### src/rtl/if_fetch_unit_if.sv
// ============================================================================
// Module      : if_fetch_unit_if
// Description : Instruction-memory fetch bus. The fetch unit drives request
//               and address; memory returns grant plus in-order responses.
//   req    master->slave  1   fetch request, held until granted
//   addr   master->slave  32  word-aligned fetch address
//   gnt    slave->master  1   request accepted this cycle (req & gnt)
//   rvalid slave->master  1   response valid, in request order
//   rdata  slave->master  32  response instruction word
// Revision    : 1.0  initial release
// ============================================================================
`default_nettype none

interface if_fetch_unit_if;
  logic        req;
  logic [31:0] addr;
  logic        gnt;
  logic        rvalid;
  logic [31:0] rdata;

  modport master (
    output req,
    output addr,
    input  gnt,
    input  rvalid,
    input  rdata
  );

  modport slave (
    input  req,
    input  addr,
    output gnt,
    output rvalid,
    output rdata
  );
endinterface

`default_nettype wire

### src/rtl/if_fetch_unit.sv
// ============================================================================
// Module      : if_fetch_unit
// Description : Instruction-fetch stage. Issues in-order fetches on the imem
//               bus, buffers returned words with their pcs in a small queue
//               and presents the head to the IF/ID register. Stall holds the
//               head; flush redirects the pc and discards in-flight fetches.
// Ports       :
//   clk_i          in   clock, rising edge
//   rst_i          in   synchronous reset, active-high
//   stall_i        in   decode stalled, do not pop
//   flush_i        in   redirect to redirect_pc_i, drop fetch state
//   redirect_pc_i  in   restart address (bits [1:0] ignored)
//   imem           --   fetch bus, master side
//   instruction_o  out  head instruction, 0 when queue empty
//   pc_o           out  pc of head instruction, 0 when queue empty
// Revision    : 1.0  initial release
// ============================================================================
`default_nettype none

module if_fetch_unit #(
  parameter logic [31:0] RESET_PC = 32'h0000_0000,
  parameter int unsigned QDEPTH   = 2
) (
  input  wire              clk_i,
  input  wire              rst_i,
  input  wire              stall_i,
  input  wire              flush_i,
  input  wire [31:0]       redirect_pc_i,
  if_fetch_unit_if.master  imem,
  output logic [31:0]      instruction_o,
  output logic [31:0]      pc_o
);

  localparam int unsigned CW = $clog2(QDEPTH + 1);
  localparam int unsigned PW = $clog2(QDEPTH);
  localparam int unsigned SW = CW + 1;

  logic [31:0]   fetch_pc_q, fetch_pc_d;
  logic [31:0]   resp_pc_q,  resp_pc_d;
  logic [CW-1:0] outst_q,    outst_d;
  logic [CW-1:0] discard_q,  discard_d;
  logic [CW-1:0] count_q,    count_d;
  logic [PW-1:0] head_q,     head_d;
  logic [PW-1:0] tail_q,     tail_d;
  logic [31:0]   q_pc_q    [QDEPTH];
  logic [31:0]   q_pc_d    [QDEPTH];
  logic [31:0]   q_instr_q [QDEPTH];
  logic [31:0]   q_instr_d [QDEPTH];

  logic [31:0]   redirect_aligned;
  logic [SW-1:0] credits_used;
  logic          req;
  logic          fire;
  logic          resp_ok;
  logic          drop;
  logic          push;
  logic          pop;

  function automatic logic [PW-1:0] ptr_inc(input logic [PW-1:0] p);
    return (p == PW'(QDEPTH - 1)) ? '0 : p + PW'(1);
  endfunction

  assign redirect_aligned = redirect_pc_i & 32'hFFFF_FFFC;

  // Outstanding requests plus buffered words may never exceed the queue
  // depth, so every response is guaranteed a free slot.
  assign credits_used = SW'(outst_q) + SW'(count_q);
  assign req          = ~rst_i & ~flush_i & (credits_used < SW'(QDEPTH));
  assign fire         = req & imem.gnt;

  // Guarded so a stray response can never wrap the counter.
  assign resp_ok = imem.rvalid & (outst_q != '0);
  assign drop    = resp_ok & (discard_q != '0);
  assign push    = resp_ok & ~drop;
  assign pop     = ~stall_i & ~flush_i & (count_q != '0);

  assign imem.req  = req;
  assign imem.addr = fetch_pc_q;

  assign instruction_o = (count_q != '0) ? q_instr_q[head_q] : 32'h0;
  assign pc_o          = (count_q != '0) ? q_pc_q[head_q]    : 32'h0;

  always_comb begin
    fetch_pc_d = fetch_pc_q;
    resp_pc_d  = resp_pc_q;
    outst_d    = outst_q;
    discard_d  = discard_q;
    count_d    = count_q;
    head_d     = head_q;
    tail_d     = tail_q;
    q_pc_d     = q_pc_q;
    q_instr_d  = q_instr_q;

    if (resp_ok) outst_d = outst_d - CW'(1);
    if (fire)    outst_d = outst_d + CW'(1);

    if (flush_i) begin
      // No request fires in a flush cycle, so outst_d is exactly the
      // count of responses still to come; all of them are stale.
      fetch_pc_d = redirect_aligned;
      resp_pc_d  = redirect_aligned;
      discard_d  = outst_d;
      count_d    = '0;
      head_d     = '0;
      tail_d     = '0;
    end else begin
      if (fire) fetch_pc_d = fetch_pc_q + 32'd4;
      if (drop) discard_d = discard_q - CW'(1);
      if (push) begin
        q_pc_d[tail_q]    = resp_pc_q;
        q_instr_d[tail_q] = imem.rdata;
        tail_d            = ptr_inc(tail_q);
        resp_pc_d         = resp_pc_q + 32'd4;
      end
      if (pop) head_d = ptr_inc(head_q);
      count_d = count_q + CW'(push) - CW'(pop);
    end
  end

  always_ff @(posedge clk_i) begin
    if (rst_i) begin
      fetch_pc_q <= RESET_PC;
      resp_pc_q  <= RESET_PC;
      outst_q    <= '0;
      discard_q  <= '0;
      count_q    <= '0;
      head_q     <= '0;
      tail_q     <= '0;
    end else begin
      fetch_pc_q <= fetch_pc_d;
      resp_pc_q  <= resp_pc_d;
      outst_q    <= outst_d;
      discard_q  <= discard_d;
      count_q    <= count_d;
      head_q     <= head_d;
      tail_q     <= tail_d;
    end
  end

  // Queue payload needs no reset: count_q gates everything read from it.
  always_ff @(posedge clk_i) begin
    q_pc_q    <= q_pc_d;
    q_instr_q <= q_instr_d;
  end

  a_rvalid_needs_outstanding : assert property (
    @(posedge clk_i) disable iff (rst_i) imem.rvalid |-> (outst_q != '0)
  );

endmodule

`default_nettype wire
### src/flat_wrapper.sv
// flat-port wrapper written by rule: the top's interface ports become plain ports
module if_fetch_unit_flat 
#(
  parameter logic [31:0] RESET_PC = 32'h0000_0000,
  parameter int unsigned QDEPTH   = 2
)
  (clk_i, rst_i, stall_i, flush_i, redirect_pc_i, instruction_o, pc_o, imem_req, imem_addr, imem_gnt, imem_rvalid, imem_rdata);
  if_fetch_unit_if imem_i ();
  input  wire clk_i;
  input  wire rst_i;
  input  wire stall_i;
  input  wire flush_i;
  input  wire [31:0] redirect_pc_i;
  output logic [31:0] instruction_o;
  output logic [31:0] pc_o;
  output wire logic [$bits(imem_i.req)-1:0] imem_req;
  output wire logic [$bits(imem_i.addr)-1:0] imem_addr;
  input wire logic [$bits(imem_i.gnt)-1:0] imem_gnt;
  input wire logic [$bits(imem_i.rvalid)-1:0] imem_rvalid;
  input wire logic [$bits(imem_i.rdata)-1:0] imem_rdata;
  assign imem_req = imem_i.req;
  assign imem_addr = imem_i.addr;
  assign imem_i.gnt = imem_gnt;
  assign imem_i.rvalid = imem_rvalid;
  assign imem_i.rdata = imem_rdata;
  if_fetch_unit #(.RESET_PC(RESET_PC), .QDEPTH(QDEPTH)) u_core (.clk_i(clk_i), .rst_i(rst_i), .stall_i(stall_i), .flush_i(flush_i), .redirect_pc_i(redirect_pc_i), .imem(imem_i), .instruction_o(instruction_o), .pc_o(pc_o));
endmodule
### config.mk
export PLATFORM = sky130hd
export DESIGN_NAME = if_fetch_unit_flat
export DESIGN_NICKNAME = d
export VERILOG_FILES = /design/src/rtl/if_fetch_unit_if.sv /design/src/rtl/if_fetch_unit.sv /design/src/flat_wrapper.sv
export SDC_FILE = /design/constraint.sdc
export NUM_CORES = 1
export LEC_CHECK = 0
export BUFFER_PORTS_ARGS = -buffer_cell sky130_fd_sc_hd__buf_4
export CAP_MARGIN = 0
export CORE_MARGIN = 4
export CORE_UTILIZATION = 30
export CTS_BUF_LIST = sky130_fd_sc_hd__clkbuf_4
export CTS_CLUSTER_DIAMETER = 200
export DETAILED_ROUTE_END_ITERATION = 6
export PLACE_DENSITY = 0.59
export SLEW_MARGIN = 0
export SYNTH_ARGS = -nofsm -noshare
export SYNTH_HDL_FRONTEND = slang
export SYNTH_SLANG_ARGS = --single-unit
### constraint.sdc
create_clock -name clk_i -period 10.3 [get_ports clk_i]
set_input_delay 2.06 -clock clk_i [delete_from_list [all_inputs] [get_ports clk_i]]
set_output_delay 2.06 -clock clk_i [all_outputs]
set_load 0.03 [all_outputs]
==> impl_results.md <==
- Global-route wire length before repair: 32.4 mm
- Yosys top cell by area: edfxtp_1
- Clock share of power: 24.7%
- DIE WIDTH: 177 µm
- Post-CTS Setup Inserts: 0
- Chip height: 177 µm
- Worst path arrival time: 3.36 ns
- Post-Route WL: 21.3 mm
- Total number of vias: 6165
- Post-synthesis sequential area ratio: 59.7%
- Placer Congestion: 0.805
- Htree depth: 4
- Pin count of the biggest net entering global routing: 69
- DR DRC count: 0
- Seq pwr share: 55.9%
- Cts repair resizes: 0
- Int Power: 0.00113 W
- Area of the multi-input gates: 3180 µm²
- Syn Std Cell Area: 8520 µm²
- Count of cell types in the netlist: 55
- Initial Util: 30.5%
- Total GRT Usage: 13.3%
- Fill cell count: 2805
- Placed inst area: 10100 µm²
- Number of routed nets with antenna violations: 0
- RSZ-0062 raised after global routing: false
- Layout Area Growth over Synthesis: 21.6%
- Post-synth EDFFs: 124
- Crit end category: output port
- Max Fclk: 0.184 GHz
- Status: finished, final reports clean
- Die ar.: 31200 µm²
- Avg Inst Size Synth: 11.4 µm²
- CTS Sinks: 192
- Sequential cell area: 5090 µm²
- Setup crit start kind: input pin
- Gr ovfl total: 0
- Vias per inst: 4.80
- Area contributors post-synth: edfxtp_1 44%, dfxtp_1 16%, mux2i_1 7.3%
- Nets@finish: 969
- 1st-iter DRT viols: 414
- Clock root buffer: clkbuf_4
- Sw Pwr: 0.000506 W
- Post-DR wirelength/cell: 16.6 µm
- Max Slew Vio Count: 0
- Worst IR Drop VDD: 0.0000701 V
- Leak: 3.62 nW
- Drt pass-1 iters: 5
- Final setup TNS: 0 ns
- Sw Share: 31.0%
- Final core occ: 37.1%
- Kind of critical path: input pin to output port
- Final setup viols: 0
- Yosys reg bits: 192
- Rows: 61
- Max Cap Viol: 0
- Layout Cells excl Fill: 1284
- Vias in the first global route: 5762
- Placed insts: 1251
- Post-synth top area share: 43.7%
- Hold Fails Final Rpt: 0
- Slew of the pin with the lowest slew margin: 1.12 ns
- FFs w/ async S/R, synth: 0%
- Pwr Density: 157 nW/µm²
- Maximum clock path buffer count: 2
- Layout cells sized above 1: 23.9%
- I/O Pins: 167
- Period minus WS final: 5.42 ns
- Critical path peak fanout: 68
- Clock transition at the registers of the reported paths: 0.16 ns
- Relative slew slack: 25.0%
- DP HPWL: 14.2 mm
- Dominant synthesized flop cell: edfxtp_1
- TritonCTS clock tree: yes
- Final Skew: 0.0226 ns
- Tightest Hold Check Type: flop to flop
- CP required: 8.24 ns
- Synthesis Warnings: 0
- CTS Buf Count: 17
- Core box area: 27900 µm²
- Final Cell Area: 10400 µm²
- Reg-to-reg slack, setup: 7.08 ns
- Post-CTS Hold Buffers: 0
- Mapped Cells: 747
- Tcrit/Tclk final: 52.6%
- Antenna violations before repair: 1
- Worst-Skew Late Latency: 0.58 ns
- Gate power share: 19.4%
- Fin Hold WS: 0.514 ns
- Port bufs: 160
==> placed cells by master (no fill, tap or decap), types with 5 or more instances in the layout <==
cell type / instances
a21boi_0: 6
xnor2_1: 23
buf_4: 167
a31oi_1: 17
clkbuf_4: 19
edfxtp_1: 124
nor2_1: 101
inv_1: 22
a21o_1: 8
nand4_1: 22
nor4_1: 9
or3_1: 7
ha_1: 6
xor2_1: 21
dfxtp_1: 67
o22ai_1: 6
and3_1: 7
a22oi_1: 5
a211oi_1: 12
nor3_1: 12
o21ai_0: 7
and4_1: 5
nand3_1: 25
a21oi_1: 27
mux2i_1: 62
nor4_2: 5
nand2_1: 46
==> critical path, stage by stage <==
cell,delay (ns)
buf_4,0.32
or4_4,0.67
inv_2,0.11
buf_4,0.16
==> state kept, by name, indices dropped and copies added, names as in the netlist <==
signal            cells
u_core.count_q        2
u_core.q_instr_q     64
u_core.outst_q        2
u_core.resp_pc_q     30
u_core.head_q         1
u_core.discard_q      2
u_core.imem.addr     30
u_core.q_pc_q        60
u_core.tail_q         1
==> routing by layer <==
| layer | vias to the layer above | wire (µm) | global-route usage [%] |
|---|---|---|---|
| li1 | 3029 | - | - |
| met1 | 2941 | 10300 | 19.2 |
| met2 | 180 | 9410 | 20.0 |
| met3 | 15 | 1410 | 3.53 |
| met4 | 0 | 202 | 3.19 |
| met5 | - | 0 | 0 |
==> Yosys cell counts (all sizes together), types with 7 or more instances <==
master,count
nand2,46
a31oi,17
nor3,13
xnor2,23
mux2i,62
a211oi,12
buf,17
clkbuf,27
o21ai,7
a21o,8
and3,8
nand3,25
xor2,21
a21boi,8
nor4,14
edfxtp,124
dfxtp,68
a21oi,27
or3,7
nor2,102
nand4,23
inv,23
==> cell families (layout without fill, tap and decap cells) <==
kind of cell	count (synthesis)	count (layout)	synth area share (%)
compound gates	107	107	8.25
flops	192	192	59.7
fa+ha+maj	7	7	1.12
simple gates	260	260	15.2
other cells	1	5	0.0440
xor+xnor	44	44	4.52
buf+inv	69	224	3.29
mux	67	67	7.94
==> layout make-up <==
type,instances,area share [%]
Sequential cell,192,49.1
Multi-Input combinational cell,489,30.7
Timing Repair Buffer,167,12.1
Tap cell,378,4.56
Clock buffer,19,1.38
Clock inverter,13,1.26
Inverter,25,0.905
Antenna cell,1,0.0241
==> worst paths after layout <==
path / startpoint / to / cells past startpoint
worst max register to register: u_core.count_q[0] / u_core.imem.addr[17] / 8
worst max-delay path: rst_i / imem_req / 4
worst min-delay path: u_core.resp_pc_q[31] / u_core.q_pc_q[63] / 0
worst min register to register: u_core.resp_pc_q[31] / u_core.q_pc_q[63] / 0
==> through the flow <==
step / worst slack, ns / total power (W)
finish: 4.88 / 0.00163
global route: 4.83 / 0.00172
CTS: 4.89 / 0.00166
detailed placement: 4.90 / 0.00125
global placement: 4.89 / 0.00125
floorplan: 2.99 / 0.00113
==> power groups by stage <==
| stage | registers [W] | clock network, W | logic (W) |
|---|---|---|---|
| after floorplan | 0.000939 | 0 | 0.000194 |
| after global placement | 0.000929 | 0 | 0.000318 |
| after detailed placement | 0.000930 | 0 | 0.000321 |
| after CTS | 0.000913 | 0.000423 | 0.000322 |
| after global routing | 0.000920 | 0.000455 | 0.000348 |
| final | 0.000913 | 0.000403 | 0.000317 |
Note: power is estimated with default switching activity, not from simulation.
